## config.mk

```make
export PLATFORM = sky130hd
export DESIGN_NAME = debug_cmd_responder
export DESIGN_NICKNAME = d
export VERILOG_FILES = /design/src/rtl/debug_cmd_responder.sv
export SDC_FILE = /design/constraint.sdc
export NUM_CORES = 1
export LEC_CHECK = 0
export ABC_AREA = 1
export BUFFER_PORTS_ARGS = -buffer_cell sky130_fd_sc_hd__buf_4
export CAP_MARGIN = 20
export CELL_PAD_IN_SITES_DETAIL_PLACEMENT = 2
export CELL_PAD_IN_SITES_GLOBAL_PLACEMENT = 2
export CORE_UTILIZATION = 25
export DETAILED_ROUTE_END_ITERATION = 10
export PLACE_DENSITY = 0.87
export SYNTH_ARGS = -nofsm -noshare
export SYNTH_HDL_FRONTEND = slang
export SYNTH_SLANG_ARGS = --single-unit
```

## constraint.sdc

```tcl
create_clock -name i_clock -period 1.4 [get_ports i_clock]
set_input_delay 0.21 -clock i_clock [delete_from_list [all_inputs] [get_ports i_clock]]
set_output_delay 0.21 -clock i_clock [all_outputs]
set_load 0.02 [all_outputs]
```

## src/rtl/debug_cmd_responder.sv

```systemverilog
// MIPS-side debug link endpoint: decodes MicroBlaze command frames,
// drives pipeline run control, imem writes and debug reads.
// Ports: i_clock/i_reset (sync, active-high), i_frame_from_blaze,
//   o_frame_to_blaze, i_halt, o_pipe_reset, o_pipe_enable,
//   o_imem_we/addr/data, o_rd_req/type/addr, i_rd_data.
module debug_cmd_responder #(
  parameter int NB_CONTROL_FRAME = 32,
  parameter int NB_CODE          = 6,
  parameter int NB_ADDR_TYPE     = 9,
  parameter int NB_ADDR_DATA     = 16,
  parameter int NB_INSTR         = 32
) (
  input  logic                        i_clock,
  input  logic                        i_reset,
  input  logic [NB_CONTROL_FRAME-1:0] i_frame_from_blaze,
  output logic [NB_CONTROL_FRAME-1:0] o_frame_to_blaze,
  input  logic                        i_halt,
  output logic                        o_pipe_reset,
  output logic                        o_pipe_enable,
  output logic                        o_imem_we,
  output logic [NB_ADDR_TYPE-1:0]     o_imem_addr,
  output logic [NB_INSTR-1:0]         o_imem_data,
  output logic                        o_rd_req,
  output logic [NB_ADDR_TYPE-1:0]     o_rd_type,
  output logic [NB_ADDR_DATA-1:0]     o_rd_addr,
  input  logic [NB_INSTR-1:0]         i_rd_data
);

  localparam int NB_PAD = NB_CONTROL_FRAME - NB_CODE - 3 - NB_ADDR_DATA;
  localparam int NB_HI  = NB_INSTR - NB_ADDR_DATA;

  localparam logic [NB_CODE-1:0] C_START     = 6'b000001;
  localparam logic [NB_CODE-1:0] C_RESET     = 6'b000010;
  localparam logic [NB_CODE-1:0] C_REQ_DATA  = 6'b000011;
  localparam logic [NB_CODE-1:0] C_LOAD_LSB  = 6'b000100;
  localparam logic [NB_CODE-1:0] C_LOAD_MSB  = 6'b000101;
  localparam logic [NB_CODE-1:0] C_MODE_GET  = 6'b001000;
  localparam logic [NB_CODE-1:0] C_MODE_CONT = 6'b001001;
  localparam logic [NB_CODE-1:0] C_MODE_STEP = 6'b001010;
  localparam logic [NB_CODE-1:0] C_STEP      = 6'b100000;
  localparam logic [NB_CODE-1:0] C_GOT_DATA  = 6'b100100;
  localparam logic [NB_CODE-1:0] C_GIB_DATA  = 6'b100101;

  localparam logic [NB_CODE-1:0] R_IDLE = 6'b000000;
  localparam logic [NB_CODE-1:0] R_ACK  = 6'b000001;
  localparam logic [NB_CODE-1:0] R_LSB  = 6'b000010;
  localparam logic [NB_CODE-1:0] R_MSB  = 6'b000011;
  localparam logic [NB_CODE-1:0] R_MODE = 6'b000100;
  localparam logic [NB_CODE-1:0] R_ERR  = 6'b111111;

  typedef enum logic [1:0] {
    S_IDLE,
    S_RD_WAIT,
    S_SEND_LSB,
    S_SEND_MSB
  } state_t;

  logic [NB_CODE-1:0]      code;
  logic                    vld;
  logic [NB_ADDR_TYPE-1:0] at;
  logic [NB_ADDR_DATA-1:0] ad;

  assign code = i_frame_from_blaze[NB_CONTROL_FRAME-1 -: NB_CODE];
  assign vld  = i_frame_from_blaze[NB_ADDR_DATA+NB_ADDR_TYPE];
  assign at   = i_frame_from_blaze[NB_ADDR_DATA +: NB_ADDR_TYPE];
  assign ad   = i_frame_from_blaze[NB_ADDR_DATA-1:0];

  state_t                  state_q, state_d;
  logic                    mode_q, mode_d;
  logic                    running_q, running_d;
  logic                    prev_vld_q, prev_vld_d;
  logic [NB_CODE-1:0]      prev_code_q, prev_code_d;
  logic [NB_CODE-1:0]      reply_q, reply_d;
  logic [NB_ADDR_DATA-1:0] data_q, data_d;
  logic [NB_ADDR_DATA-1:0] lsb_buf_q, lsb_buf_d;
  logic [NB_HI-1:0]        hold_q, hold_d;
  logic                    pipe_reset_q, pipe_reset_d;
  logic                    pipe_en_q, pipe_en_d;
  logic                    imem_we_q, imem_we_d;
  logic [NB_ADDR_TYPE-1:0] imem_addr_q, imem_addr_d;
  logic [NB_INSTR-1:0]     imem_data_q, imem_data_d;
  logic                    rd_req_q, rd_req_d;
  logic [NB_ADDR_TYPE-1:0] rd_type_q, rd_type_d;
  logic [NB_ADDR_DATA-1:0] rd_addr_q, rd_addr_d;

  logic accept;
  logic is_reset;
  logic step_pulse;

  // A held frame is seen once: only a rising valid or a new code counts.
  assign accept   = vld & (~prev_vld_q | (code != prev_code_q));
  assign is_reset = accept & (code == C_RESET);

  always_comb begin
    state_d      = state_q;
    mode_d       = mode_q;
    running_d    = running_q;
    prev_vld_d   = vld;
    prev_code_d  = code;
    reply_d      = reply_q;
    data_d       = data_q;
    lsb_buf_d    = lsb_buf_q;
    hold_d       = hold_q;
    pipe_reset_d = 1'b0;
    imem_we_d    = 1'b0;
    imem_addr_d  = imem_addr_q;
    imem_data_d  = imem_data_q;
    rd_req_d     = 1'b0;
    rd_type_d    = rd_type_q;
    rd_addr_d    = rd_addr_q;
    step_pulse   = 1'b0;

    if (is_reset) begin
      state_d      = S_IDLE;
      mode_d       = 1'b0;
      running_d    = 1'b0;
      pipe_reset_d = 1'b1;
      reply_d      = R_ACK;
      data_d       = '0;
      hold_d       = '0;
    end else begin
      unique case (state_q)
        S_IDLE: begin
          if (accept) begin
            reply_d = R_ACK;
            data_d  = '0;
            case (code)
              C_START:     running_d = 1'b1;
              C_MODE_CONT: mode_d    = 1'b0;
              C_MODE_STEP: mode_d    = 1'b1;
              C_MODE_GET: begin
                reply_d = R_MODE;
                data_d  = {{(NB_ADDR_DATA-1){1'b0}}, mode_q};
              end
              C_STEP: begin
                if (mode_q && running_q) step_pulse = 1'b1;
                else reply_d = R_ERR;
              end
              C_LOAD_LSB:  lsb_buf_d = ad;
              C_LOAD_MSB: begin
                imem_we_d   = 1'b1;
                imem_addr_d = at;
                imem_data_d = {ad, lsb_buf_q};
              end
              C_REQ_DATA: begin
                reply_d   = reply_q;
                data_d    = data_q;
                rd_req_d  = 1'b1;
                rd_type_d = at;
                rd_addr_d = ad;
                state_d   = S_RD_WAIT;
              end
              default:     reply_d = R_ERR;
            endcase
          end
        end
        S_RD_WAIT: begin
          // Data is valid the cycle after the strobe, i.e. once
          // the strobe has dropped.
          if (!rd_req_q) begin
            hold_d  = i_rd_data[NB_INSTR-1:NB_ADDR_DATA];
            reply_d = R_LSB;
            data_d  = i_rd_data[NB_ADDR_DATA-1:0];
            state_d = S_SEND_LSB;
          end
        end
        S_SEND_LSB: begin
          if (accept) begin
            if (code == C_GIB_DATA) begin
              reply_d = R_MSB;
              data_d  = hold_q;
              state_d = S_SEND_MSB;
            end else begin
              reply_d = R_ERR;
              data_d  = '0;
              hold_d  = '0;
              state_d = S_IDLE;
            end
          end
        end
        S_SEND_MSB: begin
          if (accept) begin
            reply_d = (code == C_GOT_DATA) ? R_ACK : R_ERR;
            data_d  = '0;
            hold_d  = '0;
            state_d = S_IDLE;
          end
        end
        default: state_d = S_IDLE;
      endcase
    end

    // HALT wins over a START in the same cycle.
    if (i_halt) running_d = 1'b0;

    pipe_en_d = step_pulse | (running_q & ~mode_q & ~is_reset);
  end

  always_ff @(posedge i_clock) begin
    if (i_reset) begin
      state_q      <= S_IDLE;
      mode_q       <= 1'b0;
      running_q    <= 1'b0;
      prev_vld_q   <= 1'b0;
      prev_code_q  <= '0;
      reply_q      <= R_IDLE;
      data_q       <= '0;
      lsb_buf_q    <= '0;
      hold_q       <= '0;
      pipe_reset_q <= 1'b0;
      pipe_en_q    <= 1'b0;
      imem_we_q    <= 1'b0;
      imem_addr_q  <= '0;
      imem_data_q  <= '0;
      rd_req_q     <= 1'b0;
      rd_type_q    <= '0;
      rd_addr_q    <= '0;
    end else begin
      state_q      <= state_d;
      mode_q       <= mode_d;
      running_q    <= running_d;
      prev_vld_q   <= prev_vld_d;
      prev_code_q  <= prev_code_d;
      reply_q      <= reply_d;
      data_q       <= data_d;
      lsb_buf_q    <= lsb_buf_d;
      hold_q       <= hold_d;
      pipe_reset_q <= pipe_reset_d;
      pipe_en_q    <= pipe_en_d;
      imem_we_q    <= imem_we_d;
      imem_addr_q  <= imem_addr_d;
      imem_data_q  <= imem_data_d;
      rd_req_q     <= rd_req_d;
      rd_type_q    <= rd_type_d;
      rd_addr_q    <= rd_addr_d;
    end
  end

  assign o_frame_to_blaze = {reply_q, (state_q != S_IDLE), mode_q,
                             running_q, {NB_PAD{1'b0}}, data_q};
  assign o_pipe_reset  = pipe_reset_q;
  assign o_pipe_enable = pipe_en_q;
  assign o_imem_we     = imem_we_q;
  assign o_imem_addr   = imem_addr_q;
  assign o_imem_data   = imem_data_q;
  assign o_rd_req      = rd_req_q;
  assign o_rd_type     = rd_type_q;
  assign o_rd_addr     = rd_addr_q;

endmodule

```

======== Word level (Yosys, flattened, before mapping) ========
Index checks and enable logic that the tools add are counted.
Widths: inputs -> output; s select.
cells by class
  bitwise gates (word level) .............. 11
  equality and inequality tests ........... 26
  reductions and logical operators ........ 18
  mux-type cells .......................... 35
operator list
  kind                number
  $mux 16             6
  $pmux 16 s4         1
  $pmux 16 s3         1
  $pmux 6 s4          2
  $mux 6              7
  $pmux 16 s2         1
  $eq 6x4->1 const B  3
  $eq 6x6->1 const B  3
  $reduce_and 4->1    4
  $ne 3x3->1 const B  5
  $reduce_and 5->1    3
  $eq 6x2->1 const B  2
  $eq 6x3->1 const B  2
  $mux 2              6
  $ne 2x2->1 const B  5
  $mux 1              9
  $pmux 2 s4          1
  $eq 6x1->1 const B  1
  $ne 6x6->1          1
  $reduce_and 3->1    2
  $not 1->1           5
  $reduce_or 5->1     1
  $and 1x1->1         4
  $eq 2x2->1 const B  2
  other kinds (11)    13
word-level totals
  output and inout port bits .............. 102
  flip-flop bits (word level) ............. 135

======== Depth between registers and ports, before layout ========
Gate-level depths: netlist of the first run.
  depth after elaboration ................. 7
  depth in mapped cells ................... 15
  mapped depth without buffers ............ 14

======== Least setup slack after synthesis of the first run ========
No wires, ideal clock.
  path kind ............................... register to register
  start ................................... reg state_q[1]
  end ..................................... reg data_q[2]
  path slack .............................. -0.085 ns
  data required time ...................... 1.280 ns
  setup time .............................. 0.120 ns
  data arrival time ....................... 1.366 ns
  buffers on the path ..................... 2
  stages on the path, launching flop included .. 10
  path through ............................ dfxtp_1 nor2_1 inv_2 nor2_2 nor2_2 nand2_2 buf_6 buf_6 nand2_1 a21oi_1
on the way
  word-level cells in the longest chain between the ends .. 3
  elaborated cells on any way between the ends .. 11
  classes of those cells .................. 8 x eq/ne; 1 x mux; 2 x reduce/logical
RTL lines
  item                                line  RTL
  start: declaration                  68    state_t state_q, state_d;
  start signal: assignment            219   state_q <= state_d;
  $eq 2x2->1 (tied with other cells)  122   unique case (state_q)
  $ne 2x2->1 (no source line)         -
  $reduce_and 5->1 (no source line)   -
  end signal: assignment              225   data_q <= data_d;
  end: declaration                    74    logic [NB_ADDR_DATA-1:0] data_q, data_d;
Several ways; a longest one is shown, not always the timed one.
A chain may end at the register's enable or synchronous reset.

======== Worst setup path after layout of the first run ========
  start ................................... reg prev_code_q[2]
  end ..................................... reg reply_q[4]
on the way
  word-level cells in the longest chain between the ends .. 5
  elaborated cells on any way between the ends .. 9
  classes of those cells .................. 4 x eq/ne; 3 x bitwise; 2 x reduce/logical
RTL lines
  item                                                                         line  RTL
  start: declaration                                                           72    logic [NB_CODE-1:0] prev_code_q, prev_code_d;
  start signal: assignment                                                     223   prev_code_q <= prev_code_d;
  $ne 6x6->1 *                                                                 91    assign accept = vld & (~prev_vld_q | (code != prev_code_q));
  $or 1x1->1 *                                                                 91
  $and 1x1->1 *                                                                91
  $ne 2x2->1 (no source line) / $and 1x1->1 (equally long branches)            -
  $reduce_and 5->1 (no source line) / $reduce_or 2->1 (equally long branches)  -
  end signal: assignment                                                       224   reply_q <= reply_d;
  end: declaration                                                             73    logic [NB_CODE-1:0] reply_q, reply_d;
Mark *: on every way between the ends. The rest lies on a longest branch, timed or not.

==> results of run 1 <==
-- flip-flops by register name, summed over array words and instances (netlist names), 2 cells and up --
| register | flops |
|---|---|
| o_imem_data | 32 |
| state_q | 2 |
| data_q | 16 |
| o_imem_addr | 9 |
| o_rd_type | 9 |
| hold_q | 16 |
| reply_q | 4 |
| lsb_buf_q | 16 |
| o_rd_addr | 16 |
| prev_code_q | 6 |
-- cell usage in the layout, fill, tap and decap left out, drive strengths merged, types with 2 or more instances in the layout --
cell,instances
nand2,253
buf,232
dfxtp,133
a21oi,93
nor2,77
inv,76
o21ai,48
nand3,28
clkbuf,23
nor3,12
conb,7
clkinv,5
nand4,3
bufinv,3
xnor2,2
-- final timing paths --
check	slack (ns)	depth (start not counted)	startpoint	endpoint
setup / recovery	-0.35	14	prev_code_q[2]	reply_q[4]
hold / removal	0.01	3	i_frame_from_blaze[25]	prev_vld_q
setup reg to reg	-0.35	14	prev_code_q[2]	reply_q[4]
hold reg to reg	0.47	2	lsb_buf_q[8]	o_imem_data[8]
-- power by group through the flow --
stage	Sequential (mW)	Combinational [mW]	Clock [mW]
3_3_place_gp	3.93	0.627	0
6_report	3.84	0.865	4.93
3_5_place_dp	3.93	0.651	0
2_1_floorplan	3.95	0.280	0
4_1_cts	3.85	0.763	4.99
5_1_grt	3.85	0.916	5.19
-- kinds of logic after synthesis --
kind of cell / after synthesis / share of synthesized area [%]
compound gates: 144 / 13.8
xor+xnor: 3 / 0.472
buf+inv: 117 / 10.3
flops: 133 / 47.8
other cells: 1 / 0.0674
simple gates: 374 / 27.5
-- worst register-to-register path: stages (launching register included) --
cell and delay [ns]:
dfxtp_2 0.34, inv_2 0.04, nand2_2 0.06, nand2_2 0.06
inv_2 0.05, nand2_2 0.04, nor2_2 0.11, nand2_2 0.08
nand2_4 0.12, buf_6 0.12, nand2_4 0.06, nand2_8 0.15
inv_8 0.09, o21ai_1 0.22, nor2_1 0.09
-- layout make-up --
type | count | area share, %
multi-input combinational | 528 | 32.9
sequential | 133 | 29.2
timing repair buffer | 237 | 23.7
clock buffer | 19 | 4.83
tap | 280 | 3.82
inverter | 68 | 3.18
clock inverter | 13 | 2.02
timing repair inverter | 3 | 0.368
-- repair_timing --
| item | 4_1_cts | 5_1_grt |
|---|---|---|
| buffers inserted | 5 | 2 |
| gates cloned | 8 | 4 |
| pin swaps | 21 | 29 |
| setup endpoints to repair | 127 | 127 |
| endpoints found under the hold margin | 1 | 0 |
| hold buffers | 1 | 0 |
| gates resized for setup | 118 | 157 |
-- Yosys cell counts, types with 2 or more instances --
| cell | instances |
|---|---|
| a21oi_1 | 83 |
| a21oi_2 | 10 |
| buf_1 | 2 |
| buf_2 | 11 |
| buf_4 | 16 |
| buf_6 | 8 |
| clkbuf_1 | 11 |
| dfxtp_1 | 133 |
| inv_1 | 56 |
| inv_2 | 10 |
| nand2_1 | 244 |
| nand2_2 | 6 |
| nand2_4 | 3 |
| nand3_1 | 28 |
| nand4_1 | 3 |
| nor2_1 | 69 |
| nor2_2 | 6 |
| nor2_4 | 2 |
| nor3_1 | 12 |
| o21ai_0 | 45 |
| o21ai_1 | 3 |
| xnor2_1 | 2 |
-- metal layers --
metal	part of all wire [%]	wire, µm	global-route usage, %
met2	53	14300	40.1
met3	4.4	1180	5.03
met1	40	10700	24.5
met4	2.0	547	7.95
met5	0	0	0
==> results.ini, run 1 <==
[die]
design.core.area_um2 = 21800
fp.dieH_um = 151
chipWidth_um = 151
top_level_ports = 169
rows = 54
start_util_pct = 25.5
die_area_um2 = 22900

[yosys]
ys.flop_type = dfxtp_1
synth.top_cells.by_area = dfxtp_1, nand2_1, a21oi_1
yosysSeqAreaShare_pct = 47.8
synth_edf_count = 0
ys_ff_latch = 133
async_flop_share_pct = 0
post-synth-top-area-fraction_pct = 47.8
syn_avg_cell_area_um2 = 7.21
syn_area_um2 = 5570
synthCells = 772
synth_top_cell_by_area = dfxtp_1
yosys_warnings = 0
synth_cell_types = 31

[layout]
utilization_pct = 42.0
nets = 1055
fillers = 2409
regArea_um2 = 2670
num_antenna_cells = 0
drive_gt1_share_pct = 47.4
fin_area_um2 = 9170
multi_input_area_um2 = 3020
final_cell_count_no_fill = 1281
synthToLayoutAreaGrowth_pct = 64.7

[worst_setup_path]
worst_ep_arrival_time_ns = 2.06
criticalPathCategory = register to register
critPathTopFamily = simple AND/OR/NAND/NOR gates
cp.buffers_inverters = 4
slowest_delay_ns = 0.34
worstPathRequired_ns = 1.72
worst_setup_path_end_kind = register
crit_path_start_kind = register
slowest_stage = dfxtp_2
crit_fanout = 18
crit_chain = inv_2 -> nand2_2 -> nand2_2 -> inv_2 -> nand2_2 -> nor2_2 -> nand2_2 -> nand2_4 -> buf_6 -> nand2_4 -> nand2_8 -> inv_8 -> o21ai_1 -> nor2_1
path_common_cell = nand2_2

[power_and_ir_drop]
p_leak_nw = 4.19
ir_drop_uv = 833
p_per_area_nw_per_um2 = 1050
p_int_mw = 7.11
clkPwrFrac_pct = 51.2
p_seq_share_pct = 39.9
p_switching_mw = 2.54
power.total_mw = 9.64
p_sw_share_pct = 26.3
comb_power_share_pct = 9.0

[cts]
clock_latency_ns = 0.44
clk_pin_slew_ns = 0.07
root_buffer = clkbuf_16
cts_sinks = 133
cts_tree = yes
htree_num_levels = 4
cts_made_buffers = 17
cts_max_path_buffers = 2

[timing]
max_freq_mhz = 572
timing.hold.ws_ns = 0.0149
finalCritPeriodShare_pct = 125
fin_skew_ns = 0.0107
layout_setup_ws_ns = -0.347
tns_ns = -26.51
rsz0062_at_grt = true
max_slew_margin_pct = 65.4
period_minus_slack_ns = 1.75
setup_viol = 127
hold_violations = 0
finalMaxSlewViolations = 0
worstMarginPinSlew_ns = 0.520

[place]
gp_congestion = 0.771
dpl_cell_area_um2 = 7420
dpl.cell_count = 1230
io_buffers = 161
dpl_worst_slack_ns = -0.461
dp_hpwl_um = 15600

[flow_run]
drv_cap = 0

[min_path]
hold_path_class = primary input to register

[drt]
routedWlPerCell_um = 20.8
ant_nets = 0
routed_wl_um = 26700
vias = 6058
drc = 0
dr.pass1.iters = 4
drtIter0Drc = 168
vias_per_cell = 4.73

[global_routing]
grt-ovfl-total = 0
grt_antenna_before_repair = 0
grt_usage_pct = 21.9
grt_pass1_vias = 6675
grt_max_degree = 43
grt_pass1_wl_um = 37300

[outcome]
violations = negative setup slack
status = finished with violations

(Power assumes the default switching activity.)
==> run 2, diff against run 1 <==
CORE_ASPECT_RATIO = 1.5   (was default)
==> run 2 against run 1 <==
- the run still ends with negative setup slack left
- maximum frequency is 5.5% lower
- core utilization grew 1.8 points
- routed wire length grew 11%
- register-to-register slack lost 0.10 ns
- critical path type unchanged
==> results.ini, run 2 (same netlist as run 1, synthesis figures left out) <==
[outcome]
status = finished with violations
violations = negative setup slack

[timing]
hold_violations = 0
layout_setup_ws_ns = -0.449
max_freq_mhz = 541
setup_viol = 127
period_minus_slack_ns = 1.85
finalMaxSlewViolations = 0
fin_skew_ns = 0.0109
timing.hold.ws_ns = 0.0247
rsz0062_at_grt = true
finalCritPeriodShare_pct = 132

[cts]
clk_pin_slew_ns = 0.07
cts_max_path_buffers = 2
cts_sinks = 133
cts_tree = yes
htree_num_levels = 4
root_buffer = clkbuf_16
clock_latency_ns = 0.43
cts_made_buffers = 17

[global_routing]
grt_pass1_wl_um = 37300
grt_pass1_vias = 6803
grt_usage_pct = 22.0
grt_max_degree = 50
grt_antenna_before_repair = 0
grt-ovfl-total = 0

[power_and_ir_drop]
comb_power_share_pct = 9.8
ir_drop_uv = 961
power.total_mw = 9.29
p_switching_mw = 2.54
p_sw_share_pct = 27.3
p_seq_share_pct = 41.4
clkPwrFrac_pct = 48.7
p_int_mw = 6.75
p_leak_nw = 4.37
p_per_area_nw_per_um2 = 972

[place]
gp_congestion = 0.795
dp_hpwl_um = 15600
dpl_cell_area_um2 = 7430
dpl.cell_count = 1225
dpl_worst_slack_ns = -0.424
io_buffers = 161

[min_path]
hp-start = i_frame_from_blaze[24]
hold-path-endpoint = o_rd_type[8]
whs_path_depth = 3
hold_path_class = primary input to register

[layout]
fillers = 2379
final_common_cell = buf_4
num_antenna_cells = 0
fin_area_um2 = 9560
drive_gt1_share_pct = 49.8
nets = 1070
largest_reg_flops = 32
final_cell_mix = buf_4, nand2_1, dfxtp_1, nor2_1, inv_1
synthToLayoutAreaGrowth_pct = 71.7
final_cell_count_no_fill = 1288

[drt]
vias = 6267
vias_per_cell = 4.87
drc = 0
routedWlPerCell_um = 22.9
routed_wl_um = 29500
drtIter0Drc = 157
dr.pass1.iters = 4
ant_nets = 0

[worst_setup_path]
r2r-start = prev_code_q[5]
crit_fanout = 7
reg2reg_to = o_imem_data[5]
r2r_cells = 14
worst_ep_arrival_time_ns = 2.17
worstPathRequired_ns = 1.72
criticalPathCategory = register to register
crit_path_start_kind = register
worst_setup_path_end_kind = register
rrSetupSlack_ns = -0.45

[flow_run]
drv_cap = 0

[die]
fp.dieH_um = 185
chipWidth_um = 124
design.core.area_um2 = 21800
rows = 66
top_level_ports = 169
die_area_um2 = 22900
start_util_pct = 25.5

run 2: worst max-delay path, cell delays in order, from the launching register on:
cell and delay, ns:
dfxtp_2 0.33, inv_2 0.04, nand2_1 0.04, nand2_1 0.09, inv_2 0.06, nand2_4 0.07
nor2_4 0.04, nand2_2 0.09, nand2_4 0.10, nor2_4 0.19, nand2_4 0.14, clkinv_8 0.13
buf_4 0.14, nand2_1 0.06, a21oi_1 0.24
run 2: how the worst max path moves through the flow:
stage	slack, ns	start	to
after floorplan	-0.01	prev_code_q[3]	hold_q[10]
after global placement	-0.28	i_frame_from_blaze[30]	o_rd_addr[8]
after detailed placement	-0.42	i_frame_from_blaze[27]	hold_q[2]
after CTS	-0.24	prev_code_q[2]	o_imem_data[11]
after global routing	-0.54	prev_code_q[2]	o_imem_data[5]
final	-0.45	prev_code_q[5]	o_imem_data[5]
run 2: layout make-up:
type | count | area (µm²) | area share, %
clock buffer | 18 | 439 | 4.60
timing repair buffer | 251 | 2380 | 24.9
timing repair inverter | 4 | 52.6 | 0.550
sequential | 133 | 2670 | 28.0
clock inverter | 14 | 143 | 1.49
multi-input combinational | 528 | 3220 | 33.7
tap | 272 | 340 | 3.56
inverter | 68 | 308 | 3.22
run 2: what timing repair did:
| item | CTS | global route |
|---|---|---|
| hold buffers | 1 | 0 |
| pin swaps | 8 | 56 |
| endpoints found under the hold margin | 1 | 0 |
| cloned | 7 | 12 |
| resized for setup | 118 | 223 |
| setup buffers | 8 | 5 |
| setup endpoints to repair | 127 | 127 |
run 2: layer usage:
layer / GRT usage, % / part of all wire (%)
met1: 20.7 / 34
met2: 42.3 / 57
met3: 6.13 / 4.8
met4: 10.5 / 3.5
met5: 0 / 0
run 2: power by group through the flow:
stage / sequential, mW / clock (mW) / combinational, mW
2_1_floorplan: 3.95 / 0 / 0.280
3_3_place_gp: 3.92 / 0 / 0.631
3_5_place_dp: 3.93 / 0 / 0.652
4_1_cts: 3.84 / 4.55 / 0.736
5_1_grt: 3.85 / 4.74 / 0.963
6_report: 3.85 / 4.53 / 0.914
run 2: stage by stage:
stage | TNS, ns | utilization, %
after floorplan | -0.0387 | -
after global placement | -27.53 | 34.1
after detailed placement | -38.43 | 34.1
after CTS | -23.40 | 38.8
after global routing | -45.86 | 43.8
final | -35.85 | 43.8
